## src/rtl/robo_limpa_tubos_pkg.sv

```systemverilog
// Shared types for the pipe-cleaning robot controller: FSM states, decided actions
// and the 2-bit heading encoding used by the controller and its benches.
package robo_limpa_tubos_pkg;

  typedef enum logic [2:0] {
    SEARCH  = 3'd0,
    FOLLOW  = 3'd1,
    ADVANCE = 3'd2,
    ROT_A   = 3'd3,
    ROT_B   = 3'd4
  } state_t;

  typedef enum logic [1:0] {
    ACT_NONE   = 2'd0,
    ACT_FRONT  = 2'd1,
    ACT_TURN   = 2'd2,
    ACT_REMOVE = 2'd3
  } act_t;

  typedef enum logic [1:0] {
    ORI_N = 2'b00,
    ORI_S = 2'b01,
    ORI_E = 2'b10,
    ORI_W = 2'b11
  } orient_t;

  // Heading after one 90-degree left turn.
  function automatic orient_t rot_left(input orient_t o);
    case (o)
      ORI_N:   return ORI_W;
      ORI_W:   return ORI_S;
      ORI_S:   return ORI_E;
      default: return ORI_N;
    endcase
  endfunction

endpackage

```

## src/rtl/robo_limpa_tubos.sv

```systemverilog
// Left-wall-following pipe-cleaning robot controller, deciding every second clock.
// Define ROBO_REMOVE_EN to enable debris/barrier removal; otherwise barriers act as walls.
module robo_limpa_tubos
  import robo_limpa_tubos_pkg::*;
(
  input  logic clock,
  input  logic reset,
  input  logic head,
  input  logic left,
  input  logic under,
  input  logic barrier,
  output logic front,
  output logic turn,
  output logic remove
);

  state_t state_q, state_d;
  act_t   act_d;
  logic   phase_q;
  logic   front_q, turn_q;
  logic   clear;
  logic   remove_req;

`ifdef ROBO_REMOVE_EN
  logic just_removed_q;
  logic remove_q;

  // A barrier just removed no longer blocks the cell ahead.
  assign clear      = ~head & (~barrier | just_removed_q);
  assign remove_req = (under | barrier) & ~just_removed_q;
  assign remove     = remove_q;
`else
  logic unused_under;

  assign unused_under = under;
  assign clear        = ~head & ~barrier;
  assign remove_req   = 1'b0;
  assign remove       = 1'b0;
`endif

  assign front = front_q;
  assign turn  = turn_q;

  // NOTE: every combinational output gets a default first so no path leaves it unassigned (no latch).
  always_comb begin
    state_d = state_q;
    act_d   = ACT_NONE;
    case (state_q)
      ROT_A: begin
        act_d   = ACT_TURN;
        state_d = ROT_B;
      end
      ROT_B: begin
        act_d   = ACT_TURN;
        state_d = FOLLOW;
      end
      default: begin
        if (remove_req) begin
          act_d = ACT_REMOVE;
        end else if (state_q == ADVANCE) begin
          act_d   = clear ? ACT_FRONT : ACT_TURN;
          state_d = clear ? FOLLOW : ROT_A;
        end else if (state_q == FOLLOW && !left) begin
          act_d   = ACT_TURN;
          state_d = ADVANCE;
        end else if (clear) begin
          act_d   = ACT_FRONT;
          state_d = (state_q == FOLLOW || left) ? FOLLOW : SEARCH;
        end else begin
          // Blocked: three left turns make the right turn.
          act_d   = ACT_TURN;
          state_d = ROT_A;
        end
      end
    endcase
  end

  // NOTE: sequential state uses non-blocking assignments so all registers update together.
  always_ff @(posedge clock) begin
    if (reset) begin
      phase_q        <= 1'b0;
      state_q        <= SEARCH;
      front_q        <= 1'b0;
      turn_q         <= 1'b0;
`ifdef ROBO_REMOVE_EN
      remove_q       <= 1'b0;
      just_removed_q <= 1'b0;
`endif
    end else begin
      phase_q <= ~phase_q;
      front_q <= 1'b0;
      turn_q  <= 1'b0;
`ifdef ROBO_REMOVE_EN
      remove_q <= 1'b0;
`endif
      if (phase_q) begin
        state_q <= state_d;
        front_q <= (act_d == ACT_FRONT);
        turn_q  <= (act_d == ACT_TURN);
`ifdef ROBO_REMOVE_EN
        remove_q       <= (act_d == ACT_REMOVE);
        just_removed_q <= (act_d == ACT_REMOVE);
`endif
      end
    end
  end

endmodule

```

## config.mk

```make
export PLATFORM = sky130hd
export DESIGN_NAME = robo_limpa_tubos
export DESIGN_NICKNAME = d
export VERILOG_FILES = /design/src/rtl/robo_limpa_tubos_pkg.sv /design/src/rtl/robo_limpa_tubos.sv
export SDC_FILE = /design/constraint.sdc
export NUM_CORES = 1
export LEC_CHECK = 0
export CAP_MARGIN = 30
export CORE_AREA = 2 2 39 41
export DETAILED_ROUTE_END_ITERATION = 12
export DIE_AREA = 0 0 41 43
export HOLD_SLACK_MARGIN = 0.1
export SLEW_MARGIN = 20
export SYNTH_ARGS = -nofsm -noshare
export SYNTH_HDL_FRONTEND = slang
export SYNTH_SLANG_ARGS = --single-unit
```

## constraint.sdc

```tcl
create_clock -name clock -period 1.8 [get_ports clock]
set_input_delay 0.36 -clock clock [delete_from_list [all_inputs] [get_ports clock]]
set_output_delay 0.36 -clock clock [all_outputs]
set_load 0.02 [all_outputs]
```

After elaboration in Yosys (flattened, before gate mapping):

Index checks and enable logic that the tools add are counted.

* add/subtract/negate cells: 0
* $mul: 0
* divide/modulo/power cells: 0
* $lt $le $gt $ge: 0
* equality and inequality tests: 6
* shift operators: 0
* muxes and demuxes: 10
* bitwise logic cells: 4
* reductions and logical operators: 5

Operators by type and width (number)
* $mux 2: 8
* $eq 3x2->1 const B: 2
* $pmux 3 s2: 1
* $reduce_or 2->1: 2
* $eq 3x1->1 const B: 1
* $eq 3x3->1 const B: 1
* $not 1->1: 3
* $eq 2x1->1 const B: 1
* $eq 2x2->1 const B: 1
* $and 1x1->1: 1
* $logic_and 1x1->1: 1
* $logic_not 1->1: 1
* $logic_or 1x1->1: 1
* $mux 1: 1

* flip-flop bits (word level): 6
* bits in latches: 0
* memory bits (writable): 0
* ROM bits: 0
* input port bits: 6
* output and inout bits: 3
* word-level logic and storage cells: 29
* memories: 0

Depth between registers and ports, before layout:

* depth in word-level cells: 7
* gate-level depth with buffers: 3
* gate-level depth less buffers: 3

Worst setup path before layout:

Ideal clock, no wire load.

* path kind: reg2reg
* start: register state_q[1]
* end: register state_q[1]
* setup time: 79 ps
* arrival time: 1225 ps
* setup slack: 496 ps
* cell stages (with the launch flop): 4
* path buffers: 0
* cell sequence: dfxtp_1 or4b_1 a22o_1 a211oi_2

* word-level cells in the longest chain between the ends: 5

Ends and longest elaborated chain
* from (decl): line robo_limpa_tubos.sv:17 `state_t state_q, state_d;`
* from (signal assigned): line robo_limpa_tubos.sv:97 `state_q <= state_d;`
* $eq 3x1->1: line robo_limpa_tubos.sv:63 `end else if (state_q == FOLLOW && !left) begin`
* $logic_and 1x1->1: line robo_limpa_tubos.sv:63
* $mux 2: line robo_limpa_tubos.sv:63
* $mux 2: line robo_limpa_tubos.sv:60 `end else if (state_q == ADVANCE) begin`
* $pmux 3 s2 *: line robo_limpa_tubos.sv:48 `case (state_q)`

Mark *: on every way between the ends. The rest lies on a longest branch, timed or not.
A chain may end at the register's enable or synchronous reset.

Worst setup path after layout:

* start: register front_q, in the netlist front
* end: output port front

RTL lines
* from (decl): line robo_limpa_tubos.sv:20 `logic front_q, turn_q;`
* from (signal assigned): line robo_limpa_tubos.sv:98 `front_q <= (act_d == ACT_FRONT);`
* to (decl): line robo_limpa_tubos.sv:12 `output logic front,`

No word-level cell between the ends.

==> results.json <==
{
  "synth-edff-count": 0,
  "drtPass1Iterations": 4,
  "ys.flop_type": "dfxtp_1",
  "port_buffers": 6,
  "ys.warnings.count": 0,
  "synthSimpleGateAreaFrac_pct": 27.7,
  "drt_iter0_drc": 7,
  "ios": 9,
  "ff2ff_setup_slack_ns": 0.41,
  "cp_max_fo": 1,
  "synth_fp_nets": 38,
  "reg2regPathDepth": 3,
  "worst_hold_slack_ns": 0.522,
  "antenna_found_initial": 0,
  "drive_above_1_share_pct": 12.2,
  "ys_top_cells_by_area": "dfxtp_1 (41%), nand2b_1 (8.5%), nor4b_1 (6.0%)",
  "ys_seq_area_share_pct": 40.9,
  "place_area_sq_um": 374,
  "worstSetupPathType": "flop to output port",
  "cts-root-buf": "clkbuf_4",
  "cts.sinks": 6,
  "synth_compound_area_share_pct": 26.4,
  "crit_arrival_ns": 1.14,
  "synth_cell_types": 19,
  "peakVddDrop_mv": 0.202,
  "clkSlewWorstSetupHoldPaths_ns": 0.05,
  "via_per_inst": 4.60,
  "post-route-drc-count": 0,
  "num_antenna_cells": 0,
  "cts_tree": "built",
  "postRouteAntennaNets": 0,
  "first_global_vias": 242,
  "r2r_end": "state_q[1]",
  "setup.worst_path.start": "front",
  "finalHoldViolCount": 0,
  "slew_violations": 0,
  "cpLargestDelayFamily": "buffers and inverters",
  "finalSetupViolCount": 0,
  "cp.required_ns": 1.44,
  "status": "complete, no violations",
  "synth_top_family_by_area": "simple AND/OR/NAND/NOR gates",
  "syn_avg_cell_area_sq_um": 9.19,
  "synth_mux_area_share_pct": 0,
  "num_vias": 262,
  "cp.depth": 1,
  "die_y_um": 43,
  "setup_tns_ns": 0,
  "final_cell_mix": "dfxtp_1 (6), clkdlybuf4s50_1 (6), nand2b_1 (4)",
  "core_sq_um": 1380,
  "worst-path-buf-inv": 1,
  "place_congestion": 0.619,
  "endpoint_kind": "output port",
  "crit_end": "front",
  "overflow": 0,
  "insertion_delay_ns": 0.24,
  "synthAdderAreaFrac_pct": 0,
  "grt_pass1_wl_um": 1000,
  "wl_per_cell_um": 10.9,
  "num_rows": 14,
  "die_width_um": 41,
  "synth_xor_area_share_pct": 0,
  "fmax_ghz": 0.666,
  "design_area_sq_um": 397,
  "initial_core_util_pct": 21.2,
  "finalCritPeriodShare_pct": 83.4,
  "hold_path_class": "flop to flop",
  "ys_async_sr_fraction_pct": 0,
  "fin_nets": 49,
  "crit_chain": "clkdlybuf4s50_1",
  "fp.dieArea_sq_um": 1760,
  "netlist_area_sq_um": 294,
  "ctsHoldBuffers": 0,
  "cts_resized": 0,
  "fin_skew_ns": 0.00209,
  "dp_hpwl_um": 445,
  "wl_um": 623,
  "h-tree-depth": 1,
  "reg2reg_from": "state_q[1]",
  "cap_violations": 0,
  "rsz0062_at_grt": "false",
  "grt_max_degree": 9,
  "cts_buffer_depth": 2,
  "slowest_stage": "clkdlybuf4s50_1",
  "yosysTopAreaCell": "dfxtp_1",
  "yosys_register_bits": 6,
  "cts_setup_buffers": 0,
  "powerDensity_nw_per_um2": 822,
  "syn_inst": 32,
  "synth_top_area_share_pct": 40.9,
  "cts_inserted_buffers": 3,
  "start_kind": "flop",
  "period_needed_ns": 1.50,
  "crit_path_max_incr_delay_ns": 0.59,
  "p_leak_nw": 0.145,
  "globalRouteTotalUtil_pct": 8.63,
  "syn_to_final_growth_pct": 34.9
}
## power by group
| part | leakage, nW | switching, mW | total (mW) | internal, mW |
|---|---|---|---|---|
| Sequential | 0.0494 | 0.00996 | 0.151 | 0.141 |
| Clock | 0.0138 | 0.0500 | 0.126 | 0.0755 |
| Combinational | 0.0816 | 0.0218 | 0.0496 | 0.0278 |
| Total | 0.145 | 0.0817 | 0.326 | 0.244 |
## sequential cells by signal, summed over array words and instances, names as in the netlist
register and cells:
front 1, turn 1, state_q 3, phase_q 1
## per-stage QoR
stage          utilization (%)  total power [mW]  cells  setup slack, ns
3_5_place_dp              27.0             0.203     54           0.0341
5_1_grt                   28.7             0.348     57            0.240
3_3_place_gp              27.0             0.203     54           0.0588
4_1_cts                   28.7             0.335     57            0.283
2_1_floorplan                -             0.181     32            0.496
6_report                  28.7             0.326     57            0.299
## synthesized netlist by cell type, types with 2 or more instances
cell type	instances
nand2b_1	4
a21oi_1	2
dfxtp_1	6
nor2b_1	2
nor4b_1	2
nor2_1	3
## area by class of cell
type | count | area (sq um)
clock buffers | 3 | 22.5
fillers | 148 | 987
flip-flops and latches | 6 | 120
inverters | 1 | 3.75
repair buffers | 7 | 67.6
multi-input cells | 24 | 163
well taps | 16 | 20.0
## cells by family (layout without fill, tap and decap cells)
logic type | after synthesis | count (layout)
flip-flops | 6 | 6
other | 1 | 1
AND/OR/NAND/NOR | 13 | 13
AO/OA/AOI/OAI | 10 | 10
buffers and inverters | 2 | 11
## per-layer routing
metal | GRT usage [%] | share of wire (%) | up-vias | wire [um]
met5 | 0 | 0 | - | 0
met3 | 4.71 | 9.5 | 2 | 59
met2 | 12.5 | 44 | 11 | 273
li1 | - | - | 141 | -
met4 | 4.00 | 0.64 | 0 | 4
met1 | 9.97 | 46 | 108 | 285
## worst min-delay path by stage
stage	startpoint	to	slack [ns]	cells after the start
2_1_floorplan	reset	state_q[1]	0.42	1
3_3_place_gp	phase_q	phase_q	0.49	1
3_5_place_dp	phase_q	phase_q	0.51	1
4_1_cts	phase_q	phase_q	0.53	1
5_1_grt	state_q[0]	state_q[0]	0.57	2
6_report	phase_q	phase_q	0.52	1
## worst reg2reg max path: stages (launching register included)
cell and delay [ns]:
dfxtp_1 0.37, or4b_1 0.52, a22o_1 0.22, a211oi_2 0.20
(Power assumes the default switching activity.)
